$ cat src/rtl/serial_subtractor.sv
// Digit-serial (i_a - i_b) mod 2^WIDTH, DIGIT bits per clock, valid/ready on both sides.
// Define SERIAL_SUB_BORROW_OUT_EN to expose the final borrow (i_a < i_b) on o_borrow.
module serial_subtractor #(
  parameter int WIDTH = 32,
  parameter int DIGIT = 4
) (
  input  logic             i_clk,
  input  logic             i_rst,
  input  logic             i_valid,
  output logic             o_ready,
  input  logic [WIDTH-1:0] i_a,
  input  logic [WIDTH-1:0] i_b,
  output logic             o_valid,
  input  logic             i_ready,
`ifdef SERIAL_SUB_BORROW_OUT_EN
  output logic             o_borrow,
`endif
  output logic [WIDTH-1:0] o_diff
);

  localparam int N  = (DIGIT >= 1) ? (WIDTH / DIGIT) : 1;
  localparam int CW = (N > 1) ? $clog2(N) : 1;

  if (DIGIT < 1 || (WIDTH % DIGIT) != 0) begin : gBadParams
    $error("serial_subtractor: DIGIT must be >= 1 and divide WIDTH");
  end

  typedef enum logic [1:0] {IDLE, RUN, DONE} state_t;

  state_t           state_q, state_d;
  logic [WIDTH-1:0] a_q, a_d;
  logic [WIDTH-1:0] b_q, b_d;
  logic [WIDTH-1:0] res_q, res_d;
  logic [WIDTH-1:0] diff_q, diff_d;
  logic             borrow_q, borrow_d;
  logic [CW-1:0]    cnt_q, cnt_d;

  logic [DIGIT-1:0] digitDiff;
  logic             borrowOut;
  logic [WIDTH-1:0] resShift;

  // Ripple borrow chain over the low DIGIT bits of the operand shift registers.
  always_comb begin
    logic brw;
    brw       = borrow_q;
    digitDiff = '0;
    for (int i = 0; i < DIGIT; i++) begin
      digitDiff[i] = a_q[i] ^ b_q[i] ^ brw;
      brw          = (~a_q[i] & b_q[i]) | (~(a_q[i] ^ b_q[i]) & brw);
    end
    borrowOut = brw;
  end

  // New digits enter at the MSB end so the LSB digit ends up at bit 0 after N steps.
  assign resShift = (res_q >> DIGIT) | (WIDTH'(digitDiff) << (WIDTH - DIGIT));

  always_ff @(posedge i_clk or posedge i_rst) begin
    if (i_rst) begin
      state_q <= IDLE;
    end else begin
      state_q <= state_d;
    end
  end

  always_comb begin
    state_d  = state_q;
    a_d      = a_q;
    b_d      = b_q;
    res_d    = res_q;
    diff_d   = diff_q;
    borrow_d = borrow_q;
    cnt_d    = cnt_q;
    o_ready  = 1'b0;
    o_valid  = 1'b0;
    unique case (state_q)
      IDLE: begin
        o_ready = 1'b1;
        if (i_valid) begin
          a_d      = i_a;
          b_d      = i_b;
          borrow_d = 1'b0;
          cnt_d    = '0;
          state_d  = RUN;
        end
      end
      RUN: begin
        a_d      = a_q >> DIGIT;
        b_d      = b_q >> DIGIT;
        res_d    = resShift;
        borrow_d = borrowOut;
        // o_diff only updates once the whole word is assembled.
        if (cnt_q == CW'(N - 1)) begin
          diff_d  = resShift;
          state_d = DONE;
        end else begin
          cnt_d = cnt_q + 1'b1;
        end
      end
      DONE: begin
        o_valid = 1'b1;
        if (i_ready) begin
          state_d = IDLE;
        end
      end
      default: state_d = IDLE;
    endcase
  end

  always_ff @(posedge i_clk or posedge i_rst) begin
    if (i_rst) begin
      a_q      <= '0;
      b_q      <= '0;
      res_q    <= '0;
      diff_q   <= '0;
      borrow_q <= 1'b0;
      cnt_q    <= '0;
    end else begin
      a_q      <= a_d;
      b_q      <= b_d;
      res_q    <= res_d;
      diff_q   <= diff_d;
      borrow_q <= borrow_d;
      cnt_q    <= cnt_d;
    end
  end

  assign o_diff = diff_q;
`ifdef SERIAL_SUB_BORROW_OUT_EN
  assign o_borrow = borrow_q;
`endif

endmodule

$ cat config.mk
export PLATFORM = sky130hd
export DESIGN_NAME = serial_subtractor
export DESIGN_NICKNAME = d
export VERILOG_FILES = /design/src/rtl/serial_subtractor.sv
export SDC_FILE = /design/constraint.sdc
export NUM_CORES = 1
export LEC_CHECK = 0
export CAP_MARGIN = 20
export CORE_UTILIZATION = 30
export CTS_BUF_LIST = sky130_fd_sc_hd__clkbuf_4
export DETAILED_ROUTE_END_ITERATION = 16
export PLACE_DENSITY_LB_ADDON = 0.1
export SYNTH_ARGS = -nofsm -noshare
export SYNTH_HDL_FRONTEND = slang
export SYNTH_SLANG_ARGS = --single-unit
$ cat constraint.sdc
create_clock -name i_clk -period 12.2 [get_ports i_clk]
set_input_delay 2.44 -clock i_clk [delete_from_list [all_inputs] [get_ports i_clk]]
set_output_delay 2.44 -clock i_clk [all_outputs]
set_load 0.01 [all_outputs]
# == Word level (Yosys, flattened, before mapping) ==
# Index checks and enable logic that the tools add are counted.
# Widths: inputs -> output; s select.
# word_totals
ff_bits,134
input_bits,68
out_inout_bits,34
wordCells,65
# op_classes
addsub,1
n_eq_ne,7
n_mux,15
bitwise_logic,29
reduce_logical,6
# ops
op,n
$pmux 32 s2,2
$mux 32,2
$or 28x32->32,1
$and 1x1->1,8
$ne 2x2->1 const B,4
$not 1->1,8
$xor 1x1->1,8
$mux 2,3
$mux 3,2
$pmux 2 s3,1
$pmux 3 s2,1
$reduce_and 3->1,2
$or 1x1->1,4
$reduce_and 2->1,2
$add 3x1->3 const B,1
$eq 3x3->1 const B,1
$mux 1,3
$eq 2x1->1 const B,1
$eq 2x2->1 const B,1
$logic_not 2->1,1
$pmux 1 s2,1
$reduce_bool 2->1,1

# == Longest topological paths before layout ==
# depth
depth_word,11
ltp_mapped,7
mapped_depth_nobuf,7

# == Worst setup path before layout ==
# No wires, ideal clock.
# synth_timing
kind,flip-flop to output port
start,register state_q[0]
end,output o_valid
arrival_ns,1.009
t_required_ns,9.760
setup_slack_ns,8.751
path_stages_with_launch,5
n_path_buf,3
path_cell_list,dfrtp_1 -> buf_6 -> buf_2 -> clkbuf_1 -> nor2_1
# synth_between
elab_chain_len,2
# synth_lines
element,line,source
"start, declared",30,"state_t state_q, state_d;"
"start signal, assigned",61,state_q <= state_d;
$eq 2x2->1,75,unique case (state_q)
$mux 1,75,
"end, declared",13,"output logic o_valid,"
# No other way between the ends.

# == Worst setup path in the final report ==
# layout_timing
start,register state_q[1]
end,output o_ready
# layout_between
elab_chain_len,2
# layout_lines
element,line,source
$logic_not 2->1,75,
$mux 1,75,
"end, declared",10,"output logic o_ready,"
# No other way between the ends.

==> out/summary.txt <==
status: finished clean
Worst Hold Class: reg2reg
IO buf count: 101
Worst-Skew Late Latency: 520 ps
Peak VDD IR: 0.0758 mV
Layout Cells excl Fill: 918
Setup WS pre-CTS: 7620 ps
WL final: 14500 um
Max Slew Vio Count: 0
Setup Skew: 16.1 ps
CTS Buffer Depth: 2
H-tree lvl count: 4
# DRC: 0
max-cap violation count: 0
Post-synth EDFFs: 0
RSZ-0062 raised after global routing: false
Overflow after GRT: 0
Detail Route Antenna Nets: 0
Synth area leader: dfrtp_1
Initial Util: 0.309
CTS tree: built
initial DRC count: 296
Setup TNS Final: 0 ps
GR peak layer: met2
met3 Usage GRT: 0.0439
Synth area leaders: dfrtp_1 (56%), nand2_1 (8.5%), nand3_1 (7.8%), a22oi_1 (6.2%), mux2_4 (5.9%)
Worst slew margin: 0.364
Final Critical Period: 4580 ps
Yosys warning total: 0
vias in the first global route: 4443
die width: 141 um
placed cell area: 7010 um2
Num Clock Sinks: 130
layout cells sized above 1: 0.117
final worst setup slack: 7620 ps
Slew @ Worst Pin: 955 ps
CP required: 9760 ps
cts hold-fix bufs: 0
post-synth top area share: 0.559
GRT Resource Usage Total: 0.154
Worst EP arrival: 2140 ps
met1 Resource Use GR: 0.210
vias after detailed routing: 4461
Leak: 3.30 nW
async set-reset flop share out of synthesis: 1.00
first-pass GRT wire length: 23900 um
Fmax achieved: 0.219 GHz
post-DR vias/cell: 4.86
CP startpoint kind: flip-flop
DR pass1 iterations: 5
Die Y: 141 um
Placer Congestion: 0.733
core area: 18800 um2
final hold vios: 0
sequential area share after synthesis: 0.559
Post-CTS Setup Inserts: 0
Post-Syn Nets: 632
Yosys reg bits: 130
setup violators final: 0
WL/cell: 15.8 um
placed cells: 885
area delta synth->final: 24.9%
FP Rows: 50
final instance area: 7270 um2
TritonCTS Buffers: 17
Power Density: 231 nW/um2
syn_area_per_cell: 10.4 um2
post-synthesis cell type count: 32
Worst Path Max Fanout: 60
# resized after CTS: 0
antenna violations before repair: 2
clock slew at reported path FFs: 120 ps
Detail Placement HPWL: 9130 um
Tcrit/Tclk final: 0.375
root buffer cell: clkbuf_4
largest net degree at the start of global routing: 73
GRT met2 Usage: 0.238
Cell Area, Synth: 5820 um2
# IOs: 102
Mapped Cells: 558
CP endpoint kind: output port
predominant post-synthesis flop cell: dfrtp_1
Die Area: 20000 um2
Setup CP Type: reg2out
layout net count: 718
[registers in the layout, summed over array words and instances (netlist names)]
| name | flops |
|---|---|
| cnt_q | 3 |
| res_q | 28 |
| o_diff | 32 |
| state_q | 2 |
| b_q | 32 |
| borrow_q | 1 |
| a_q | 32 |
[cells in the mapped netlist (7+ instances only)]
library cell    n
dfrtp_1       130
nand3_1        91
o32ai_1         8
nor2_1         11
a22oi_1        48
nand2_1       131
buf_2          19
mux2_2          7
mux2_4         23
inv_1           9
clkbuf_1       13
o21ai_0        16
o22ai_1         7
[where the power goes]
| part | internal [mW] | switching (mW) |
|---|---|---|
| clock | 0.102 | 0.167 |
| combinational | 0.327 | 0.327 |
| sequential | 0.615 | 0.139 |
[layout by cell type (no fill, tap or decap), types with 4 or more instances in the layout]
master / instances
buf_4: 8
fa_1: 4
o21ai_0: 16
o22ai_1: 7
a22oi_1: 48
mux2_2: 7
mux2_4: 23
clkinvlp_4: 5
dfrtp_1: 129
clkbuf_4: 18
inv_1: 8
o32ai_1: 8
a22o_1: 6
clkdlybuf4s50_1: 101
nor2_1: 11
nand3_1: 91
nand2_1: 131
[per-stage QoR]
step | hold WS, ps | utilization | total power [mW]
2_1_floorplan | 446 | - | 1.18
3_3_place_gp | 465 | 0.371 | 1.41
3_5_place_dp | 464 | 0.372 | 1.44
4_1_cts | 494 | 0.386 | 1.71
5_1_grt | 528 | 0.386 | 1.82
6_report | 487 | 0.386 | 1.68
[kinds of logic (layout without fill, tap and decap cells)]
group,count (synthesis),count (layout),synth area share
AOI/OAI and AO/OA,95,95,0.117
adders and majority gates,6,6,0.0181
buffers and inverters,53,152,0.0492
DFF,130,130,0.559
muxes,30,30,0.0729
other,0,1,0
and+or+nand+nor,244,244,0.183
[routing by layer]
layer  vias to the layer above  share of wire
met4                         2         0.0088
met2                       129           0.47
met5                         -        0.00083
met3                        10          0.048
li1                       2142              -
met1                      2178           0.47
[worst paths after layout]
check / startpoint / endpoint / slack [ps] / depth (start not counted)
worst min register to register: res_q[6] / res_q[6] / 490 / 2
worst max-delay path: state_q[1] / o_ready / 7620 / 3
max in group asynchronous: i_rst / state_q[1] / 8280 / 3
min in group asynchronous: i_rst / o_diff[24] / 2380 / 2
worst min-delay path: res_q[6] / res_q[6] / 490 / 2
worst max register to register: state_q[0] / a_q[1] / 9620 / 5
[final cells by class]
type | count | area, um2
Timing Repair Buffer | 110 | 1100
Antenna cell | 1 | 2.50
Fill cell | 1869 | 11600
Tap cell | 260 | 325
Inverter | 10 | 40.0
Clock inverter | 14 | 116
Clock buffer | 18 | 135
Sequential cell | 130 | 3250
Multi-Input combinational cell | 375 | 2300
[worst max-delay path, stage by stage, from the launching register on]
cell	delay, ps
dfrtp_2	410
buf_4	320
nor2_1	290
clkdlybuf4s50_1	590
No activity file was read; power rests on OpenSTA's default activity.
